===== src/rtl/fnn_cfg_pkg.sv =====
// fnn_cfg_pkg: shared state encoding and default widths for the neuron configuration loader
package fnn_cfg_pkg;
    localparam int CFG_W = 32;
    localparam int MAX_WEIGHTS_DEF = 784;
    localparam int MAX_NEURONS_DEF = 64;
    localparam int WCNT_W = $clog2(MAX_WEIGHTS_DEF + 1);
    localparam int NCNT_W = $clog2(MAX_NEURONS_DEF + 1);
    typedef enum logic [1:0] {IDLE, WEIGHT, BIAS, FIN} state_t;
endpackage


===== src/rtl/fnn_weight_loader.sv =====
// fnn_weight_loader: turns a flat weight/bias word stream into per-neuron configuration strobes for one layer
module fnn_weight_loader
    import fnn_cfg_pkg::*;
#(
    parameter int DATA_W = 32,
    parameter int MAX_WEIGHTS = MAX_WEIGHTS_DEF,
    parameter int MAX_NEURONS = MAX_NEURONS_DEF,
    parameter int unsigned NEURON_BASE = 0
) (
    input  logic clk,
    input  logic rst,
    input  logic start,
    input  logic [CFG_W-1:0] cfg_layer,
    input  logic [$clog2(MAX_NEURONS+1)-1:0] cfg_num_neurons,
    input  logic [$clog2(MAX_WEIGHTS+1)-1:0] cfg_num_weights,
    input  logic [DATA_W-1:0] s_data,
    input  logic s_valid,
    output logic s_ready,
    output logic weightValid,
    output logic [CFG_W-1:0] weightValue,
    output logic biasValid,
    output logic [CFG_W-1:0] biasValue,
    output logic [CFG_W-1:0] config_layer_num,
    output logic [CFG_W-1:0] config_neuron_num,
    output logic busy,
    output logic done
);
    localparam int WW = $clog2(MAX_WEIGHTS + 1);
    localparam int NW = $clog2(MAX_NEURONS + 1);

    state_t state;
    logic [WW-1:0] num_w, wcnt;
    logic [NW-1:0] num_n, ncnt;
    logic beat, last_w, last_n;

    assign beat = s_valid & s_ready;
    assign last_w = wcnt == num_w - 1'b1;
    assign last_n = ncnt == num_n - 1'b1;

    always_ff @(posedge clk) begin
        if (rst) begin
            state <= IDLE;
            s_ready <= 1'b0;
            weightValid <= 1'b0;
            weightValue <= '0;
            biasValid <= 1'b0;
            biasValue <= '0;
            config_layer_num <= '0;
            config_neuron_num <= '0;
            busy <= 1'b0;
            done <= 1'b0;
            num_w <= '0;
            num_n <= '0;
            wcnt <= '0;
            ncnt <= '0;
        end else begin
            weightValid <= 1'b0;
            biasValid <= 1'b0;
            done <= 1'b0;
            // trails the neuron counter by a cycle so it moves only after the bias strobe
            if (state != IDLE) config_neuron_num <= CFG_W'(NEURON_BASE) + CFG_W'(ncnt);
            case (state)
                IDLE: if (start) begin
                    num_n <= cfg_num_neurons;
                    num_w <= cfg_num_weights;
                    wcnt <= '0;
                    ncnt <= '0;
                    config_layer_num <= cfg_layer;
                    config_neuron_num <= CFG_W'(NEURON_BASE);
                    busy <= 1'b1;
                    s_ready <= cfg_num_neurons != '0;
                    state <= cfg_num_neurons == '0 ? FIN : cfg_num_weights == '0 ? BIAS : WEIGHT;
                end
                WEIGHT: if (beat) begin
                    weightValid <= 1'b1;
                    weightValue <= CFG_W'(s_data);
                    wcnt <= last_w ? '0 : wcnt + 1'b1;
                    if (last_w) state <= BIAS;
                end
                BIAS: if (beat) begin
                    biasValid <= 1'b1;
                    biasValue <= CFG_W'(s_data);
                    if (last_n) begin
                        s_ready <= 1'b0;
                        state <= FIN;
                    end else begin
                        ncnt <= ncnt + 1'b1;
                        state <= num_w == '0 ? BIAS : WEIGHT;
                    end
                end
                FIN: begin
                    done <= 1'b1;
                    busy <= 1'b0;
                    state <= IDLE;
                end
            endcase
        end
    end
endmodule


===== config.mk =====
export PLATFORM = sky130hd
export DESIGN_NAME = fnn_weight_loader
export DESIGN_NICKNAME = d
export VERILOG_FILES = /design/src/rtl/fnn_cfg_pkg.sv /design/src/rtl/fnn_weight_loader.sv
export SDC_FILE = /design/constraint.sdc
export NUM_CORES = 1
export LEC_CHECK = 0
export ABC_AREA = 0
export BUFFER_PORTS_ARGS = -buffer_cell sky130_fd_sc_hd__buf_2
export CAP_MARGIN = 20
export CORE_MARGIN = 5
export CORE_UTILIZATION = 40
export CTS_CLUSTER_SIZE = 16
export DETAILED_ROUTE_END_ITERATION = 7
export PLACE_DENSITY = 0.66
export SYNTH_ARGS = -nofsm -noshare
export SYNTH_HDL_FRONTEND = slang
export SYNTH_SLANG_ARGS = --single-unit

===== constraint.sdc =====
create_clock -name clk -period 4.77 [get_ports clk]
set_input_delay 0.477 -clock clk [delete_from_list [all_inputs] [get_ports clk]]
set_output_delay 0.477 -clock clk [all_outputs]
set_load 0.05 [all_outputs]

## Word-level counts from Yosys, hierarchy flattened

Cells that the tools add are included.

| cells by class | value |
|---|---|
| add/sub/neg operators | 4 |
| multipliers | 0 |
| divide/modulo/power cells | 0 |
| $lt $le $gt $ge | 0 |
| equal/unequal tests | 11 |
| shift-type cells | 0 |
| mux-type cells | 28 |
| bitwise operators | 3 |
| reductions and logical operators | 19 |

Operators by type and width:

| operator | count |
|---|---|
| $mux W32 | 3 |
| $mux W10 | 3 |
| $mux W7 | 3 |
| $logic_not A10 Y1 | 2 |
| $pmux W10 S2 | 1 |
| $mux W2 | 8 |
| $pmux W7 S2 | 1 |
| $ne A2 B2 Y1 const B | 6 |
| $reduce_and A4 Y1 | 3 |
| $add A10 B1 Y10 const B | 1 |
| $eq A10 B10 Y1 | 1 |
| $sub A10 B1 Y10 const B | 1 |
| $pmux W2 S4 | 1 |
| $reduce_and A2 Y1 | 4 |
| $reduce_bool A2 Y1 | 4 |
| $add A7 B1 Y7 const B | 1 |
| $eq A7 B7 Y1 | 1 |
| $logic_not A7 Y1 | 1 |
| $reduce_bool A7 Y1 | 1 |
| $sub A7 B1 Y7 const B | 1 |
| $mux W1 | 6 |
| $eq A2 B2 Y1 const B | 2 |
| $pmux W1 S2 | 2 |
| $reduce_or A2 Y1 | 2 |
| other kinds (5) | 6 |

| word-level totals | value |
|---|---|
| bits in registers | 169 |
| latch bits | 0 |
| bits in writable memories | 0 |
| memory bits (read-only) | 0 |
| logic and storage cells | 79 |
| memories | 0 |

## Depth between registers and ports, before layout

Gate-level depths: netlist of run 1.

| logic depth | value |
|---|---|
| depth after elaboration | 5 |
| mapped depth | 11 |

## Worst setup path before layout of run 1

Ideal clock, no wire load.

| timing path | value |
|---|---|
| path kind | reg-to-reg |
| from | reg num_w[0] |
| to | reg wcnt[9] |
| setup time | 0.120 ns |
| arrival | 2.255 ns |
| required time | 4.650 ns |
| setup slack | 2.396 ns |
| cell stages (with the launch flop) | 11 |
| buffers on the path | 1 |
| period minus slack after synthesis | 2.374 ns |
| cells stage by stage | dfxtp_1 inv_1 ha_1 and2b_1 or3_1 a31o_2 a2111oi_4 a21oi_2 buf_6 a21oi_2 mux2i_1 |

| between the ends | value |
|---|---|
| cells in the longest elaborated chain, start to end | 5 |

RTL lines:

| what | line | text |
|---|---|---|
| start: declaration | fnn_weight_loader.sv:32 | `logic [WW-1:0] num_w, wcnt;` |
| start signal: assignment | fnn_weight_loader.sv:65 | `num_w <= cfg_num_weights;` |
| $sub A10 B1 Y10 | fnn_weight_loader.sv:37 | `assign last_w = wcnt == num_w - 1'b1;` |
| $eq A10 B10 Y1 | fnn_weight_loader.sv:37 |  |
| $mux W10 | fnn_weight_loader.sv:77 | `wcnt <= last_w ? '0 : wcnt + 1'b1;` |
| $mux W10 | fnn_weight_loader.sv:74 | `WEIGHT: if (beat) begin` |
| $pmux W10 S2 | fnn_weight_loader.sv:62 | `case (state)` |
| end signal: assignment | fnn_weight_loader.sv:77 |  |
| end: declaration | fnn_weight_loader.sv:32 |  |

Every way passes these cells. The select of a mux whose other input is x is not followed.
A chain may end at the register's enable or synchronous reset.

## Worst setup path in the final report of run 1

| timing path | value |
|---|---|
| from | reg num_n[0] |
| to | reg ncnt[0] |

| between the ends | value |
|---|---|
| cells in the longest elaborated chain, start to end | 4 |

RTL lines:

| what | line | text |
|---|---|---|
| start: declaration | fnn_weight_loader.sv:33 | `logic [NW-1:0] num_n, ncnt;` |
| start signal: assignment | fnn_weight_loader.sv:64 | `num_n <= cfg_num_neurons;` |
| $sub A7 B1 Y7 | fnn_weight_loader.sv:38 | `assign last_n = ncnt == num_n - 1'b1;` |
| $eq A7 B7 Y1 | fnn_weight_loader.sv:38 |  |
| $ne A2 B2 Y1 (no source line) | n/a |  |
| $reduce_and A4 Y1 (no source line) | n/a |  |
| end signal: assignment | fnn_weight_loader.sv:87 | `ncnt <= ncnt + 1'b1;` |
| end: declaration | fnn_weight_loader.sv:33 |  |

Every way passes these cells.

==> summary.txt, run 1 <==
Global route
  • Antenna violations before repair: 1
  • First-pass GRT wire length: 29600 microns
  • Vias in the first global route: 5650
  • GRT Total Usage: 18.8%
  • Pin count of the biggest net entering global routing: 70
  • Global route overflow: 0

Logic synthesis
  • Flops & latches, synth: 169
  • EDFF count, synth: 0
  • Average cell area after synthesis: 8.09 sq um
  • Yosys synthesis warning count: 0
  • Main synth FF type: dfxtp_1
  • Synth Instances: 812
  • Post-synth cell types: 53
  • Synth Cell Area: 6570 sq um
  • Seq/Total Area, Yosys: 51.5%
  • Ys async rst share: 0%
  • Syn Nets: 901

Setup path
  • Crit path arrival time: 3080 ps
  • CP endpoint: ncnt[0]
  • Critical Path Start: num_n[0]
  • Crit Path Class: flip-flop to flip-flop
  • Required time worst endpoint: 5090 ps
  • Crit-path max FO: 11
  • RR Startpoint: num_n[0]
  • CP Capture Type: flip-flop
  • FF-to-FF End: ncnt[0]
  • Reg2Reg Setup Slack: 2000 ps
  • Startpoint types: flip-flop
  • R2R depth: 8

STA
  • Actual slew at the worst max-slew pin: 1040 ps
  • Final Hold Violating Endpoints: 0
  • Crit share post-route: 58.0%
  • Final Setup Violations: 0
  • Slew Viols, Final: 0
  • RSZ-0062 raised after global routing: false
  • Min cycle time layout: 2770 ps
  • Setup_tns: 0 ps
  • Slew margin rel.: 30.7%
  • Max Freq: 361 MHz
  • Post-route clock skew: 8.94 ps

Worst hold path
  • Hold Crit Class: input pin to flip-flop
  • Min-Delay Path Depth: 3

Placement
  • HPWL after DPL: 13000 microns
  • Port buffer count: 217
  • Routability cong.: 0.818

Drt
  • DRC viols: 0
  • Via/cell ratio: 4.89
  • WL per Instance: 15.0 microns
  • Routed vias: 6039
  • DRT iter0 DRCs: 352
  • WL final: 18500 microns
  • ANT nets after route: 0
  • Initial DRT Pass Iterations: 5

Cells and area
  • Fill count: 1542
  • Layout cell share with drive strength beyond 1: 26.5%
  • Ant. Diodes: 0
  • Layout Nets: 1095
  • Area growth syn-to-layout: 27.8%
  • Core Util, Final: 52.5%

Die
  • DIE WIDTH: 138 microns
  • Core Area: 16000 sq um
  • Die Y-Extent: 138 microns
  • Initial core utilization: 41.1%
  • Io pins: 218
  • Die footprint: 19100 sq um
  • FP Rows: 46

CTS
  • Clk buf depth: 2
  • CTS resizes: 0
  • Later-pin clock latency in the skew report: 430 ps
  • CTS sink count: 169
  • CTS tree: built
  • H-Tree Level Count: 4
  • Post-CTS Repair Setup Buffers: 0
  • Hold-fix buffers at CTS: 0
  • CTS clk-pin slew, worst paths: 70 ps
  • CTS root buffer: clkbuf_16
  • CTS Buf Count: 17

Power and ir drop
  • PwrDens: 419 nW/um^2
  • Maximum vdd drop: 0.257 mV
  • Static leakage: 3.62 nW
  • Total power: 3.51 mW

Job
  • Max-cap violation count: 0

Status
  • Status: complete, no violations
[per-layer routing]
layer / GRT usage [%] / vias to the layer above / share of wire (%)
met5: 0 / - / 0.070
met4: 5.36 / 2 / 1.2
met3: 8.31 / 18 / 8.3
met2: 29.4 / 187 / 46
met1: 23.7 / 2739 / 45
li1: - / 3093 / -
[sequential cells by signal, summed over array words and instances, names as in the netlist]
| signal | flops |
|---|---|
| state | 2 |
| weightValue | 32 |
| done | 1 |
| biasValid | 1 |
| config_layer_num | 32 |
| num_w | 10 |
| config_neuron_num | 32 |
| wcnt | 10 |
| s_ready | 1 |
| biasValue | 32 |
| weightValid | 1 |
| busy | 1 |
| ncnt | 7 |
| num_n | 7 |
[synth_stat cells, drive strengths merged, types with 5 or more instances]
library cell	number	area, sq um
o21ai	20	100
nor3	8	40.0
dfxtp	169	3380
inv	9	33.8
xor2	12	105
a21oi	135	683
nand3b	5	37.5
or3	10	67.6
nand2	248	931
nand3	11	55.1
and2	28	175
nor4	7	43.8
clkbuf	46	173
nand2b	8	50.1
xnor2	8	70.1
a22o	6	52.6
nor2	28	108
nor2b	5	31.3
[layout make-up]
class / count / area [sq um] / share of cell area [%]
multi-input cells: 586 / 2980 / 35.5
inverters: 9 / 33.8 / 0.403
clock inverters: 11 / 110 / 1.31
repair buffers: 223 / 1130 / 13.5
flip-flops and latches: 169 / 3380 / 40.3
well taps: 216 / 270 / 3.22
clock buffers: 21 / 480 / 5.72
[cells in the final DEF, fill, tap and decap left out, drive strengths merged, types with 6 or more instances in the layout]
master and instances:
nor4 7, a21oi 135, nor2 28, xor2 12, or3 10, dfxtp 169
nor3 8, nand2 248, buf 223, xnor2 8, inv 13, nand3 11
nand2b 8, clkbuf 21, a22o 6, o21ai 20, and2 28
[metrics by stage]
stage / area [sq um] / setup slack [ps] / std cells / hold WS, ps
3_3_place_gp: 7800 / 2040 / 1203 / 436
4_1_cts: 8390 / 2030 / 1235 / 258
2_1_floorplan: 6570 / 2400 / 812 / 448
5_1_grt: 8390 / 1700 / 1235 / 252
6_report: 8390 / 2000 / 1235 / 279
3_5_place_dp: 7800 / 2050 / 1203 / 439
[kinds of logic (layout without fill, tap and decap cells)]
group / Yosys count / count (layout) / share of synthesized area, %
multiplexers: 4 / 4 / 0.629
XOR/XNOR: 20 / 20 / 2.67
buffers and inverters: 57 / 264 / 3.37
AO/OA/AOI/OAI: 182 / 182 / 15.7
flip-flops: 169 / 169 / 51.5
adder cells (fa/ha/maj): 4 / 4 / 0.762
AND/OR/NAND/NOR: 376 / 376 / 25.4
[worst max-delay path: stages (launching register included)]
cell	delay, ps
dfxtp_1	380
inv_1	60
ha_1	270
or3_1	360
a221oi_1	280
o2bb2ai_1	120
nor3_1	700
a21oi_1	160
mux2_2	330
[worst min-delay path by stage]
stage	start	end	slack, ps
final	cfg_layer[16]	config_layer_num[16]	280
after detailed placement	config_neuron_num[8]	config_neuron_num[8]	440
after global placement	config_neuron_num[8]	config_neuron_num[8]	440
after floorplan	num_n[6]	num_n[6]	450
after CTS	cfg_layer[9]	config_layer_num[9]	260
after global routing	cfg_layer[9]	config_layer_num[9]	250
[where the power goes]
group / leakage (nW) / internal [mW] / switching (mW)
combinational: 1.96 / 0.181 / 0.434
sequential: 1.37 / 1.48 / 0.0594
clock: 0.288 / 0.783 / 0.579
Power figures use the tool's default switching activity.
==> run 2: changes to the inputs <==
--- a/config.mk
+++ b/config.mk
@@ -12,7 +12,7 @@
 export CORE_UTILIZATION = 40
 export CTS_CLUSTER_SIZE = 16
 export DETAILED_ROUTE_END_ITERATION = 7
-export PLACE_DENSITY = 0.66
+export PLACE_DENSITY = 0.68
 export SYNTH_ARGS = -nofsm -noshare
 export SYNTH_HDL_FRONTEND = slang
 export SYNTH_SLANG_ARGS = --single-unit
==> constraint.sdc (replaced) <==
create_clock -name clk -period 2.5 [get_ports clk]
set_input_delay 0.25 -clock clk [delete_from_list [all_inputs] [get_ports clk]]
set_output_delay 0.25 -clock clk [all_outputs]
set_load 0.05 [all_outputs]
==> summary.txt, run 2 (synthesis gave the netlist of run 1 again) <==
Power and ir drop
  • Static leakage: 3.71 nW (+2.5%)
  • Pint: 4.72 mW (+93%)
  • Sequential Power Share: 43.0% (-0.7 points)
  • Switching Share: 30.4% (-0.13 points)
  • Clk pwr share: 38.5% (-0.3 points)
  • Maximum vdd drop: 0.516 mV (+100%)
  • Logic pwr share: 18.5% (+1.0 points)
  • PwrDens: 793 nW/um^2 (+90%)
  • Sw power: 2.06 mW (+92%)

CTS
  • Hold-fix buffers at CTS: 0 (unchanged)
  • Clk buf depth: 2 (unchanged)
  • CTS Buf Count: 17 (unchanged)
  • CTS root buffer: clkbuf_16
  • H-Tree Level Count: 4 (unchanged)
  • Later-pin clock latency in the skew report: 420 ps (about the same)
  • CTS tree: built
  • CTS sink count: 169 (unchanged)
  • CTS clk-pin slew, worst paths: 70 ps (about the same)

STA
  • Crit share post-route: 94.8% (+37 points)
  • Slew Viols, Final: 0 (unchanged)
  • WHS: 56.8 ps (-223 ps)
  • Setup_tns: 0 ps (unchanged)
  • Post-route clock skew: 11.0 ps (+2.02 ps)
  • Slew margin rel.: 53.4% (+23 points)
  • Final Setup Violations: 0 (unchanged)
  • Final Hold Violating Endpoints: 0 (unchanged)
  • Max Freq: 422 MHz (+17%)
  • RSZ-0062 raised after global routing: false
  • Min cycle time layout: 2370 ps (-399 ps)
  • Actual slew at the worst max-slew pin: 699 ps (-336 ps)

Placement
  • Routability cong.: 0.855 (+4.5%)
  • Port buffer count: 217 (unchanged)
  • HPWL after DPL: 13200 microns (+1.5%)
  • Area of placed instances: 7940 sq um (+1.7%)

Cells and area
  • Most frequent cells in the layout: nand2_1, buf_2, dfxtp_1
  • Layout cell share with drive strength beyond 1: 27.6% (+1.1 points)
  • Layout Nets: 1112 (+1.6%)
  • Post-route cell area: 8550 sq um (+1.8%)
  • Commonest non-fill, non-tap cell in the layout: nand2_1
  • Area growth syn-to-layout: 30.1%

Die
  • Core Area: 16000 sq um (unchanged)
  • DIE WIDTH: 138 microns (unchanged)
  • Initial core utilization: 41.1% (unchanged)
  • Die Y-Extent: 138 microns (unchanged)
  • FP Rows: 46 (unchanged)
  • Die footprint: 19100 sq um (unchanged)
  • Io pins: 218 (unchanged)

Job
  • Max-cap violation count: 0 (unchanged)

Setup path
  • CP max-delay cell: or4_1
  • Buf/Inv on CP: 0 (-1)
  • CP Capture Type: flip-flop
  • Startpoint types: flip-flop
  • Critical path's top delay family: simple AND/OR/NAND/NOR gates
  • Crit path arrival time: 2720 ps (-360 ps)
  • Crit-path max FO: 11 (unchanged)
  • Crit-path cells: or4_1 -> or3_1 -> a32oi_1 -> o31ai_1 -> a21oi_4 -> or2b_1 -> a21oi_1
  • Crit Path Class: flip-flop to flip-flop
  • Slowest cell delay on critical path: 600 ps (-100 ps)
  • Required time worst endpoint: 2850 ps (-2240 ps)

Worst hold path
  • Hold Crit Class: input pin to flip-flop

Drt
  • Via/cell ratio: 4.91 (+0.38%)
  • Routed vias: 6150 (+1.8%)
  • WL final: 18600 microns (+0.50%)
  • DRT iter0 DRCs: 382 (+8.5%)
  • ANT nets after route: 0 (unchanged)
  • Initial DRT Pass Iterations: 4 (-1)
  • DRC viols: 0 (unchanged)
  • WL per Instance: 14.8 microns (-0.94%)

Global route
  • Global route overflow: 0 (unchanged)
  • First-pass GRT wire length: 29900 microns (+1.2%)
  • Antenna violations before repair: 1 (unchanged)
  • Pin count of the biggest net entering global routing: 65 (-7.1%)
  • GRT Total Usage: 18.8% (-0.025 points)
  • Vias in the first global route: 5677 (+0.48%)

Status
  • Status: complete, no violations
-- run 2: changes by cell type in the layout (fill, tap and decap cells not counted) --
cell / before / now
buf_12: 0 / 1
clkbuf_1: 0 / 1
a21oi_2: 2 / 1
a21oi_4: 0 / 1
diode_2: 0 / 1
clkinv_2: 2 / 0
buf_4: 7 / 23
clkinv_4: 2 / 3
-- run 2: per-layer routing --
layer | track usage (%) | wire length, microns | vias up
li1 | - | - | 3135
met1 | 23.7 | 8140 | 2822
met5 | 0 | 0 | -
met4 | 4.52 | 176 | 0
met3 | 8.52 | 1710 | 13
met2 | 29.6 | 8560 | 180
-- run 2: power by group through the flow --
stage	Clock [mW]	Combinational [mW]	Sequential, mW
3_3_place_gp	0	1.25	2.97
5_1_grt	2.82	1.37	2.93
2_1_floorplan	0	0.587	3.25
3_5_place_dp	0	1.25	2.97
4_1_cts	2.69	1.26	2.91
6_report	2.61	1.25	2.91
-- run 2: worst paths after layout --
check	startpoint	to	slack, ps	depth (start not counted)
hold reg to reg	config_neuron_num[19]	config_neuron_num[19]	450	1
hold / removal	cfg_layer[12]	config_layer_num[12]	60	3
setup / recovery	num_w[0]	wcnt[6]	130	7
setup reg to reg	num_w[0]	wcnt[6]	130	7
-- run 2: area by class of cell --
cell class / instances / area, sq um
diodes: 1 / 2.50
clock buffers: 22 / 484
clock inverters: 10 / 109
fillers: 1563 / 7450
inverters: 9 / 33.8
multi-input cells: 586 / 2990
flip-flops and latches: 169 / 3380
well taps: 216 / 270
repair buffers: 240 / 1270
-- run 2: worst reg2reg max path, cell delays in order (launching register included) --
cell and delay [ps]:
dfxtp_1 340, or4_1 600, or3_1 330, a32oi_1 190, o31ai_1 150, a21oi_4 320, or2b_1 260, a21oi_1 110
-- run 2: metrics by stage --
stage | utilization [%] | power, mW | worst slack (ps) | cells
2_1_floorplan | - | 3.84 | 126 | 812
3_3_place_gp | 49.6 | 4.22 | 46.9 | 1219
3_5_place_dp | 49.6 | 4.23 | 0.664 | 1219
4_1_cts | 53.3 | 6.86 | 15.2 | 1251
5_1_grt | 53.4 | 7.12 | 8.00 | 1253
6_report | 53.4 | 6.78 | 130 | 1253
-- run 2: timing repair --
item                       CTS  global route
pin swaps                    1             1
gates resized for setup      1             0
buffers inserted             0             1
setup endpoints to repair    1            11
